<file path="src/rtl/sd_spi_pkg.sv">
// ============================================================================
// Module : sd_spi_pkg
// Brief  : Shared command codes, FSM state encoding and constants for sd_spi.
// Rev    : 1.0  initial release
// ============================================================================
`default_nettype none

package sd_spi_pkg;

  typedef enum logic [1:0] {
    SD_CMD_INIT     = 2'd0,
    SD_CMD_XFER     = 2'd1,
    SD_CMD_SELECT   = 2'd2,
    SD_CMD_DESELECT = 2'd3
  } sd_cmd_e;

  typedef enum logic [1:0] {
    ST_IDLE  = 2'd0,
    ST_INIT  = 2'd1,
    ST_SHIFT = 2'd2,
    ST_DONE  = 2'd3
  } sd_state_e;

  localparam int unsigned c_INIT_PULSES = 80;
  localparam int unsigned c_BITS        = 8;

  // Index of the final SCLK pulse for the active serial phase.
  function automatic logic [6:0] last_pulse(input sd_state_e st);
    return (st == ST_INIT) ? 7'(c_INIT_PULSES - 1) : 7'(c_BITS - 1);
  endfunction

endpackage

`default_nettype wire

</file>
<file path="src/rtl/sd_spi_clkgen.sv">
// ============================================================================
// Module : sd_spi_clkgen
// Brief  : SCLK half-period divider; emits tick_rise/tick_fall one cycle
//          before the corresponding SCLK edge.
// Rev    : 1.0  initial release
// ============================================================================
`default_nettype none

module sd_spi_clkgen #(
  parameter int DIV_W = 8
) (
  input  logic             clock,
  input  logic             reset,
  input  logic [DIV_W-1:0] div,
  input  logic             run,
  output logic             tick_rise,
  output logic             tick_fall,
  output logic             spi_sclk
);

  logic [DIV_W-1:0] r_cnt;
  logic             r_sclk;
  logic             w_half_end;

  assign w_half_end = run && (r_cnt == '0);
  assign tick_rise  = w_half_end && !r_sclk;
  assign tick_fall  = w_half_end && r_sclk;
  assign spi_sclk   = r_sclk;

  // While stopped the counter sits at the reload value, so the first half
  // period after start-up is a full DIV cycles long.
  always_ff @(posedge clock) begin
    if (reset) begin
      r_cnt  <= '0;
      r_sclk <= 1'b0;
    end else if (!run) begin
      r_cnt  <= div - DIV_W'(1);
      r_sclk <= 1'b0;
    end else if (r_cnt == '0) begin
      r_cnt  <= div - DIV_W'(1);
      r_sclk <= ~r_sclk;
    end else begin
      r_cnt  <= r_cnt - DIV_W'(1);
    end
  end

endmodule

`default_nettype wire

</file>
<file path="src/rtl/sd_spi.sv">
// ============================================================================
// Module : sd_spi
// Brief  : SD-card SPI master: INIT / XFER / SELECT / DESELECT engine.
//          Optional CS-idle watchdog built when SD_TIMEOUT_EN is defined.
// Rev    : 1.0  initial release
// ============================================================================
`default_nettype none

module sd_spi
  import sd_spi_pkg::*;
#(
  parameter int          INIT_DIV       = 64,
  parameter int          SPI_DIV        = 2,
  parameter logic [23:0] TIMEOUT_CYCLES = 24'd12_500_000
) (
  input  logic       clock,
  input  logic       reset,
  input  logic [1:0] sd_cmd,
  input  logic       sd_signal,
  input  logic [7:0] sd_out,
  output logic [7:0] sd_din,
  output logic       sd_busy,
  output logic       sd_timeout,
  output logic       spi_cs,
  output logic       spi_sclk,
  output logic       spi_mosi,
  input  logic       spi_miso
);

  localparam int c_DIV_W = $clog2((INIT_DIV > SPI_DIV ? INIT_DIV : SPI_DIV) + 1);

  sd_state_e          r_state;
  sd_state_e          w_state_next;
  logic               r_sig;
  logic               r_armed;
  logic               w_accept;
  logic [7:0]         r_shift;
  logic               r_mosi;
  logic               r_cs;
  logic [7:0]         r_din;
  logic               r_busy;
  logic               r_load_din;
  logic [6:0]         r_pulse;
  logic               w_last;
  logic               w_run;
  logic               w_tick_rise;
  logic               w_tick_fall;
  logic [c_DIV_W-1:0] w_div;

  // r_armed keeps a strobe level held high through reset from firing.
  assign w_accept = sd_signal && !r_sig && r_armed && (r_state == ST_IDLE);
  assign w_run    = (r_state == ST_INIT) || (r_state == ST_SHIFT);
  assign w_last   = (r_pulse == last_pulse(r_state));
  assign w_div    = (w_state_next == ST_INIT) ? c_DIV_W'(INIT_DIV) : c_DIV_W'(SPI_DIV);

  sd_spi_clkgen #(
    .DIV_W(c_DIV_W)
  ) u_clkgen (
    .clock    (clock),
    .reset    (reset),
    .div      (w_div),
    .run      (w_run),
    .tick_rise(w_tick_rise),
    .tick_fall(w_tick_fall),
    .spi_sclk (spi_sclk)
  );

  always_ff @(posedge clock) begin
    if (reset) r_state <= ST_IDLE;
    else       r_state <= w_state_next;
  end

  always_comb begin
    w_state_next = r_state;
    case (r_state)
      ST_IDLE: begin
        if (w_accept) begin
          case (sd_cmd_e'(sd_cmd))
            SD_CMD_INIT: w_state_next = ST_INIT;
            SD_CMD_XFER: w_state_next = ST_SHIFT;
            default:     w_state_next = ST_DONE;
          endcase
        end
      end
      ST_INIT, ST_SHIFT: begin
        if (w_tick_fall && w_last) w_state_next = ST_DONE;
      end
      default: w_state_next = ST_IDLE;
    endcase
  end

  always_ff @(posedge clock) begin
    if (reset) begin
      r_sig      <= 1'b0;
      r_armed    <= 1'b0;
      r_shift    <= 8'hFF;
      r_mosi     <= 1'b1;
      r_cs       <= 1'b1;
      r_din      <= 8'hFF;
      r_busy     <= 1'b0;
      r_load_din <= 1'b0;
      r_pulse    <= '0;
    end else begin
      r_sig  <= sd_signal;
      r_busy <= (w_state_next != ST_IDLE);
      if (!sd_signal) r_armed <= 1'b1;

      if (w_accept) begin
        r_pulse    <= '0;
        r_load_din <= (sd_cmd_e'(sd_cmd) == SD_CMD_XFER);
        case (sd_cmd_e'(sd_cmd))
          SD_CMD_INIT: begin
            r_cs   <= 1'b1;
            r_mosi <= 1'b1;
          end
          SD_CMD_XFER: begin
            r_shift <= sd_out;
            r_mosi  <= sd_out[7];
          end
          SD_CMD_SELECT: r_cs <= 1'b0;
          default:       r_cs <= 1'b1;
        endcase
      end else begin
        // One register serves as both TX and RX: MISO enters at the bottom
        // as each TX bit leaves the top.
        if (w_tick_rise && (r_state == ST_SHIFT))
          r_shift <= {r_shift[6:0], spi_miso};
        if (w_tick_fall) begin
          if (w_last) begin
            r_mosi <= 1'b1;
          end else begin
            r_pulse <= r_pulse + 7'd1;
            if (r_state == ST_SHIFT) r_mosi <= r_shift[7];
          end
        end
        if ((r_state == ST_DONE) && r_load_din) r_din <= r_shift;
      end
    end
  end

  assign sd_din   = r_din;
  assign sd_busy  = r_busy;
  assign spi_cs   = r_cs;
  assign spi_mosi = r_mosi;

`ifdef SD_TIMEOUT_EN
  logic [23:0] r_idle_cnt;
  logic        r_timeout;

  always_ff @(posedge clock) begin
    if (reset) begin
      r_idle_cnt <= '0;
      r_timeout  <= 1'b0;
    end else if (w_accept || r_cs) begin
      r_idle_cnt <= '0;
      r_timeout  <= 1'b0;
    end else if ((r_state == ST_IDLE) && (r_idle_cnt != TIMEOUT_CYCLES)) begin
      r_idle_cnt <= r_idle_cnt + 24'd1;
      r_timeout  <= ((r_idle_cnt + 24'd1) == TIMEOUT_CYCLES);
    end
  end

  assign sd_timeout = r_timeout;
`else
  // Watchdog not built; the limit parameter has no effect in this build.
  logic w_unused_timeout;
  assign w_unused_timeout = ^TIMEOUT_CYCLES;
  assign sd_timeout       = 1'b0;
`endif

endmodule

`default_nettype wire

</file>
<file path="config.mk">
export PLATFORM = sky130hd
export DESIGN_NAME = sd_spi
export DESIGN_NICKNAME = d
export VERILOG_FILES = /design/src/rtl/sd_spi_pkg.sv /design/src/rtl/sd_spi_clkgen.sv /design/src/rtl/sd_spi.sv
export SDC_FILE = /design/constraint.sdc
export NUM_CORES = 1
export LEC_CHECK = 0
export ABC_AREA = 0
export CAP_MARGIN = 20
export CORE_MARGIN = 10
export CORE_UTILIZATION = 45
export DETAILED_ROUTE_END_ITERATION = 16
export GPL_ROUTABILITY_DRIVEN = 1
export GPL_TIMING_DRIVEN = 0
export PLACE_DENSITY = 0.64
export SLEW_MARGIN = 15
export SYNTH_ARGS = -nofsm -noshare
export SYNTH_HDL_FRONTEND = slang
export SYNTH_SLANG_ARGS = --single-unit
</file>
<file path="constraint.sdc">
create_clock -name clock -period 2.5 [get_ports clock]
set_input_delay 0.25 -clock clock [delete_from_list [all_inputs] [get_ports clock]]
set_output_delay 0.25 -clock clock [all_outputs]
set_load 0.03 [all_outputs]
</file>
Yosys cells after proc, flatten, opt, wreduce, memory -nomap -nowiden:

Cells that the tools add are included.
W data, S select, Z words.

* logic and storage cells: 73
* bits in registers: 39
* output and inout port bits: 13
* input port bits: 14

* add/subtract/negate cells: 3
* bitwise operators: 5
* eq/ne operators: 9
* muxes and demuxes: 17
* reduce and logical (&&, ||, !) cells: 27

Operator list (number)
* $mux W7: 4
* $mux W8: 3
* $sub A7 B1 Y7 const B: 2
* $logic_and A1 B1 Y1: 9
* $pmux W2 S2: 2
* $reduce_and A2 Y1: 4
* $add A7 B1 Y7 const B: 1
* $eq A7 B7 Y1: 1
* $logic_not A7 Y1: 1
* $eq A2 B1 Y1 const B: 3
* $eq A2 B2 Y1 const B: 3
* $reduce_bool A2 Y1: 3
* $reduce_or A2 Y1: 3
* $not A1 Y1: 5
* $logic_not A2 Y1: 2
* $mux W1: 4
* $mux W2: 2
* $pmux W1 S2: 2
* $ne A3 B1 Y1 const B: 1
* $reduce_and A3 Y1: 1
* $reduce_bool A3 Y1: 1
* $logic_not A1 Y1: 2
* $ne A2 B1 Y1 const B: 1
* $logic_or A1 B1 Y1: 1

Depth between registers and ports, before layout:

Gate-level depths: netlist of the first run.

* depth in word-level cells: 12
* mapped depth: 8
* gate-level depth less buffers: 6

Modules after synthesis:

A second synthesis of the first run with hierarchy kept.

* cells, all modules: 248
* area, all modules: 2089.5 um^2

Modules (own cells, without submodules)
* sd_spi: cells each 188, area each 1546.5 um^2, seq. area each 620.6 um^2, times used 1
* sd_spi_clkgen: cells each 60, area each 543.0 um^2, seq. area each 160.2 um^2, times used 1

Least setup slack after synthesis of the first run:

No wires, ideal clock.

* kind: register to register
* start point: reg u_clkgen.r_cnt[2]
* end point: reg r_pulse[4]
* period minus slack after synthesis: 2.170 ns
* required time: 2.429 ns
* path slack: 0.330 ns
* stages on the path, launching flop included: 7
* library setup time: 0.071 ns
* path buffers: 2
* arrival: 2.099 ns
* path through: dfxtp_1 -> or4_1 -> buf_2 -> or3_1 -> clkbuf_2 -> or4_1 -> a21oi_1

* cells in the longest elaborated chain, start to end: 4

RTL lines
* from (decl): RTL line sd_spi_clkgen.sv:21 `logic [DIV_W-1:0] r_cnt;`
* from (signal assigned): RTL line sd_spi_clkgen.sv:37 `r_cnt <= div - DIV_W'(1);`
* from (signal assigned): RTL line sd_spi_clkgen.sv:40 `r_cnt <= div - DIV_W'(1);`
* from (signal assigned): RTL line sd_spi_clkgen.sv:43 `r_cnt <= r_cnt - DIV_W'(1);`
* $logic_not A7 Y1: RTL line sd_spi_clkgen.sv:25 `assign w_half_end = run && (r_cnt == '0);`
* $logic_and A1 B1 Y1: RTL line sd_spi_clkgen.sv:25
* $logic_and A1 B1 Y1: RTL line sd_spi_clkgen.sv:27 `assign tick_fall = w_half_end && r_sclk;`
* $reduce_and A2 Y1 (no source line)
* to (signal assigned): RTL line sd_spi.sv:132 `r_pulse <= r_pulse + 7'd1;`
* to (decl): RTL line sd_spi.sv:43 `logic [6:0] r_pulse;`

No other way between the ends.
A chain may end at the register's enable or synchronous reset.

Worst setup path in the final report of the first run:

Same ends and word-level chain as after synthesis.

==> impl_results.md, run 1 <==
* Run status: finished clean
* RD Place Congestion at 0.810
* Final ANT Viol Nets at 0
* Setup Crit Path Kind: register to register
* Row cnt at 23
* WP data arrival at 2.53 ns
* Layout fillers at 387
* Synth cell types at 45
* Syn-to-layout area delta at 21.2%
* Synth warn at 0
* Detailed Route WL at between 4000 and 5000 microns
* Largest fanout on the critical path at 9
* Hold path depth at 2
* Max Buffers Root-to-Sink at 2
* Post-synth EDFFs at 0
* Critical hold path startpoint: sd_din[6]
* Final setup viols at 0
* Worst skew pair latency at 0.29 ns
* GR Overflow Total at 0
* Core ar. at between 0.004 and 0.005 sq mm
* Syn Area/Cell at between 8 and 9 sq um
* Routed vias/inst at 5.58
* Cell count of the worst reg-to-reg path at 6
* Worst-path clk slew at around 0.07 ns
* Fin Clk Skew at approximately 0.0058 ns
* Leak at 0.000872 uW
* Ys flop type: dfxtp_1
* First DRT Iteration DRCs at between 80 and 90
* Worst vdd ir at about 0.00034 V
* Layout cells sized above 1 at between 5 and 6%
* RSZ-0062 raised after global routing: false
* Sequential cell area at 781 sq um
* Synthesized area at between 0.0015 and 0.002 sq mm
* PostCTS Resize Cnt at 0
* Overall power at between 1000 and 1500 uW
* Cells after synthesis at roughly 230
* Sequential share of the synthesized area at between 40% and 50%
* Starting Density at a little under half
* Pwr Density at approximately 560 mW/mm^2
* Worst r2r src: u_clkgen.r_cnt[2]
* Top-count cell post-synth: dfxtp_1
* Top post-synthesis cells by count: 39 x dfxtp_1, 28 x nand2_1, 17 x o21ai_0
* CTS Hold Bufs at 0
* Min cycle time layout at 2.31 ns
* Post-synth top area share at between 40% and 50%
* Main area contributors after synthesis: dfxtp_1 41%, nand2_1 5.6%, ha_1 4.6%
* Fin. Hold Viols at 0
* #FFs+latches synth at 39
* CP endpoint kind: register
* Async SR Flop Fraction at 0%
* Nets@finish at 281
* I/O Pins at 27
* Slew Limit Fails at 0
* Post CTS Setup Buffer Count at 0
* Clock sinks at 39
* Area of the multi-input gates at around 0.0010 sq mm
* Total CTS buffers at 5
* Synth Net Count at around 250
* Antenna violations before repair at 0
* DRC at 0
* Fmax at ~0.43 GHz
* Nature of the critical path startpoint: register
* Crit. Startpoint: u_clkgen.r_cnt[2]
* Final Cycle Share at between 90% and 100%
* Largest net degree at the start of global routing at 12
* Hold Crit Class: register to register
* DR pass1 iterations at 4
* Vias in the first global route at between 1.5k and 2k
* Tightest Pin Transition at around 0.72 ns
* Die height at approximately 85 microns
* Die Area at approximately 0.007 sq mm
* Port buffer count at 25
* Max_cap viols at 0
* Number of H-tree levels at 2
* HPWL Detailed at 3300 microns
* Vias at roughly 1.7k
* WL per Instance at roughly 14 microns
* Clock tree root driver cell: clkbuf_8
* Die Width at roughly 85 microns
* CTS tree: done
* Min Hold Slack at between 0.4 and 0.5 ns
* Rel. slew slack at 51.3%
* First-pass GRT wire length at a little under 8000 microns
* # diodes at 0
* Critical Path RT at 2.72 ns
* Gr usage total at between 10 and 15%
* Final setup TNS at 0 ns
* Area leader, netlist: dfxtp_1
kinds of logic (layout without fill, tap and decap cells):
group                      Yosys count  in the layout  share of synthesized area, %
DFF                                 39             39                          41.3
xor gates and xnor gates             6              6                          2.78
AOI/OAI and AO/OA                   51             51                          17.3
other                                1              1                         0.198
buffers and inverters               19             51                          4.10
and+or+nand+nor                    105            105                          29.6
adders and majority gates            7              7                          4.63
power breakdown:
part	switching (uW)	internal, uW
combinational	109	84.9
clock	207	216
sequential	17.6	641
final timing paths:
kind                     end  slack (ns)
setup / recovery  r_pulse[4]        0.19
hold / removal     sd_din[6]        0.47
setup reg to reg  r_pulse[4]        0.19
hold reg to reg    sd_din[6]        0.47
routing by layer:
metal,share of wire (%),vias to the layer above,GRT usage (%)
li1,-,886,-
met1,51,806,16.5
met2,42,31,19.2
met3,5.2,7,3.63
met4,1.5,0,4.94
met5,0,-,0
through the flow:
stage	setup WS (ns)	util (%)	cells	cell area [sq um]
3_3_place_gp	0.128	54.7	303	2200
4_1_cts	0.178	56.9	310	2290
3_5_place_dp	0.125	54.7	303	2200
6_report	0.189	56.9	310	2290
2_1_floorplan	0.330	-	228	1890
5_1_grt	0.0131	56.9	310	2290
worst max-delay path: stages (launching register included):
cell and delay (ns):
dfxtp_1 0.36, or4_1 0.52, buf_2 0.17, or3_1 0.36, clkbuf_2 0.17, or4_1 0.52, a21oi_1 0.14
cell usage in the layout, fill, tap and decap left out, drive strengths merged, types with 3 or more instances in the layout:
cell	Yosys	final
a21oi	10	10
o31ai	4	4
nor3	13	13
o32ai	3	3
nand2b	3	3
inv	7	7
nor2b	3	3
a221oi	8	8
dfxtp	39	39
and2	10	10
buf	3	3
clkdlybuf4s50	0	25
or3	4	4
xor2	4	4
nor4	3	3
ha	7	7
clkbuf	9	15
nand3	14	14
o21ai	17	17
nand2	28	28
nor2	10	10
or4	4	4
sequential cells by signal, summed over array words and instances, names as in the netlist, 2 cells and up:
register / cells
r_shift: 8
sd_din: 8
r_pulse: 7
u_clkgen.r_cnt: 7
r_state: 2
final cells by class:
class / count / area share (%)
clock buffers: 6 / 3.60
inverters: 7 / 1.15
well taps: 50 / 2.73
multi-input cells: 170 / 45.0
repair buffers: 25 / 10.9
clock inverters: 1 / 0.218
plain buffers: 12 / 2.29
flip-flops and latches: 39 / 34.1
Note: power is estimated with default switching activity, not from simulation.
==> run 2, diff against run 1 <==
--- a/config.mk
+++ b/config.mk
@@ -7,12 +7,14 @@
 export LEC_CHECK = 0
 export ABC_AREA = 0
 export CAP_MARGIN = 20
+export CELL_PAD_IN_SITES_DETAIL_PLACEMENT = 1
+export CELL_PAD_IN_SITES_GLOBAL_PLACEMENT = 2
 export CORE_MARGIN = 10
-export CORE_UTILIZATION = 45
+export CORE_UTILIZATION = 32
 export DETAILED_ROUTE_END_ITERATION = 16
 export GPL_ROUTABILITY_DRIVEN = 1
 export GPL_TIMING_DRIVEN = 0
-export PLACE_DENSITY = 0.64
+export PLACE_DENSITY = 0.75
 export SLEW_MARGIN = 15
 export SYNTH_ARGS = -nofsm -noshare
 export SYNTH_HDL_FRONTEND = slang
==> impl_results.md, run 2 (synthesis gave the netlist of run 1 again) <==
* Min cycle time layout at 2.33 ns (was 2.31 ns)
* Sw Share at 25.6% (was 26.2%)
* Slowest stage delay, CP at 0.54 ns (was 0.52 ns)
* Die Width at 96.9 microns (was 84.8 microns)
* Max Buffers Root-to-Sink at 2 (unchanged)
* Layout cells sized above 1 at 6.54% (was 5.77%)
* CTS tree: done (unchanged)
* Cell count of the worst reg-to-reg path at 5 (was 6)
* First-pass GRT wire length at 8960 microns (was 7690 microns)
* WP data arrival at 2.56 ns (was 2.53 ns)
* Leak at 0.000887 uW (was 0.000872 uW)
* Vias in the first global route at 1787 (was 1681)
* Fin worst setup slack at 0.174 ns (was 0.189 ns)
* Detailed Route WL at 5160 microns (was 4450 microns)
* RSZ-0062 raised after global routing: true (was false)
* Final ANT Viol Nets at 0 (unchanged)
* Routed vias/inst at 5.24 (was 5.58)
* Final setup viols at 0 (unchanged)
* Nets@finish at 280 (was 281)
* Number of H-tree levels at 2 (unchanged)
* Total CTS buffers at 5 (unchanged)
* Sw Pwr at 361 uW (was 334 uW)
* CP max-delay cell: or4_1 (unchanged)
* DR pass1 iterations at 4 (unchanged)
* Worst skew pair latency at 0.29 ns (about the same)
* # diodes at 0 (unchanged)
* Largest fanout on the critical path at 9 (unchanged)
* CTS Hold Bufs at 0 (unchanged)
* RD Place Congestion at 0.775 (was 0.810)
* Largest delay share family, worst path: simple AND/OR/NAND/NOR gates (unchanged)
* I/O Pins at 27 (unchanged)
* Syn-to-layout area delta at 24.4% (was 21.2%)
* Antenna violations before repair at 0 (unchanged)
* DRC at 0 (unchanged)
* Final setup TNS at 0 ns (unchanged)
* Logic pwr share at 14.1% (was 15.2%)
* Gr usage total at 11.3% (was 12.7%)
* Final Cycle Share at 93.0% (was 92.4%)
* Die Area at 0.00938 sq mm (was 0.00719 sq mm)
* Row cnt at 27 (was 23)
* Rel. slew slack at 65.8% (was 51.3%)
* Most used cell, CP: or4_1 (unchanged)
* Worst vdd ir at 0.000228 V (was 0.000338 V)
* Critical Path RT at 2.73 ns (was 2.72 ns)
* Clock tree root driver cell: clkbuf_8 (unchanged)
* Clock sinks at 39 (unchanged)
* Crit path buffers/inverters at 1 (was 2)
* Cell-internal power at 1050 uW (was 942 uW)
* Most frequent cells in the layout: 39 x dfxtp_1, 28 x nand2_1, 25 x clkdlybuf4s50_1, 17 x o21ai_0, 14 x nand3_1 (unchanged)
* First DRT Iteration DRCs at 56 (was 88)
* Hold path depth at 2 (unchanged)
* Fin. Hold Viols at 0 (unchanged)
* Pwr Density at 600 mW/mm^2 (was 557 mW/mm^2)
* Sequential share of power at 46.7% (was 51.6%)
* Nature of the critical path startpoint: register (unchanged)
* Max_cap viols at 0 (unchanged)
* Slew Limit Fails at 0 (unchanged)
* Port buffer count at 25 (unchanged)
* Core ar. at 0.00561 sq mm (was 0.00403 sq mm)
* Run status: finished clean (unchanged)
* Fmax at 0.430 GHz (was 0.433 GHz)
* Clock power frac at 39.2% (was 33.2%)
* Layout fillers at 705 (was 387)
* GR Overflow Total at 0 (unchanged)
* Largest net degree at the start of global routing at 13 (was 12)
* Tightest Pin Transition at 0.514 ns (was 0.723 ns)
* Most common cell after layout, fill and taps aside: dfxtp_1 (unchanged)
* Die height at 96.9 microns (was 84.8 microns)
* Crit. path cell count at 5 (was 6)
* WL per Instance at 15.5 microns (was 14.3 microns)
* Worst-path clk slew at 0.08 ns (was 0.07 ns)
* Hold Crit Class: register to register (unchanged)
* Starting Density at 33.7% (was 46.9%)
* Fin Clk Skew at 0.00473 ns (was 0.00578 ns)
* Crit-path cells: or4_1 > buf_2 > or3_1 > or4_1 > a21oi_1 (was or4_1 > buf_2 > or3_1 > clkbuf_2 > or4_1 > a21oi_1)
* Setup Crit Path Kind: register to register (unchanged)
* Worst slack, placed at -0.0370 ns (was 0.125 ns)
* Vias at 1740 (was 1730)
* CP endpoint kind: register (unchanged)
* HPWL Detailed at 3950 microns (was 3300 microns)
[run 2: cell types whose count changed in the layout (fill, tap and decap cells not counted)]
cell | previous run | this run
bufinv_16 | 0 | 1
nor4_2 | 0 | 1
nor4_1 | 3 | 2
clkbuf_1 | 7 | 6
[run 2: power by group through the flow]
stage / logic, uW / registers, uW / clock network [uW]
2_1_floorplan: 116 / 682 / 0
3_3_place_gp: 197 / 673 / 0
3_5_place_dp: 199 / 673 / 0
4_1_cts: 200 / 659 / 566
5_1_grt: 226 / 664 / 599
6_report: 199 / 659 / 553
[run 2: worst paths after layout]
path                                        start    endpoint  slack (ns)
worst max-delay path            u_clkgen.r_cnt[2]  r_pulse[4]        0.17
worst min-delay path                   r_load_din  r_load_din        0.47
worst max register to register  u_clkgen.r_cnt[2]  r_pulse[4]        0.17
worst min register to register         r_load_din  r_load_din        0.47
[run 2: layout make-up]
class | instances | area [sq um] | share of cell area (%)
Multi-Input combinational cell | 170 | 1040 | 44.1
Clock inverter | 2 | 35.0 | 1.49
Clock buffer | 6 | 82.6 | 3.51
Inverter | 7 | 26.3 | 1.12
Timing Repair Buffer | 25 | 250 | 10.6
Tap cell | 72 | 90.1 | 3.83
Sequential cell | 39 | 781 | 33.2
Buffer | 11 | 48.8 | 2.07
[run 2: metrics by stage]
step	util, %	total power, uW	hold slack (ns)	std cells	instance area [sq um]
4_1_cts	41.9	1430	0.468	333	2350
3_5_place_dp	39.8	872	0.458	325	2230
5_1_grt	41.9	1490	0.504	332	2350
6_report	41.9	1410	0.465	332	2350
3_3_place_gp	39.8	870	0.452	325	2230
2_1_floorplan	-	797	0.346	228	1890
[run 2: worst reg2reg max path: cells and delay by family (launching register included)]
| family | cells | cell delay (ns) |
|---|---|---|
| AND/OR/NAND/NOR | 3 | 1.58 |
| AO/OA/AOI/OAI | 1 | 0.14 |
| flip-flops | 1 | 0.37 |
| buffers and inverters | 1 | 0.17 |
[run 2: repair_timing]
item	CTS	global route
endpoints found under the setup margin	2	16
pin swaps	0	1
gates cloned	0	0
buffers inserted	0	0
hold endpoints to repair	0	0
gates resized for setup	1	3
[run 2: layer usage]
metal | GRT usage, % | vias to the layer above | wire (microns)
met1 | 15.1 | 834 | 2730
met5 | 0 | - | 0
met4 | 3.72 | 0 | 74
met3 | 3.12 | 5 | 156
li1 | - | 884 | -
met2 | 16.9 | 17 | 2200
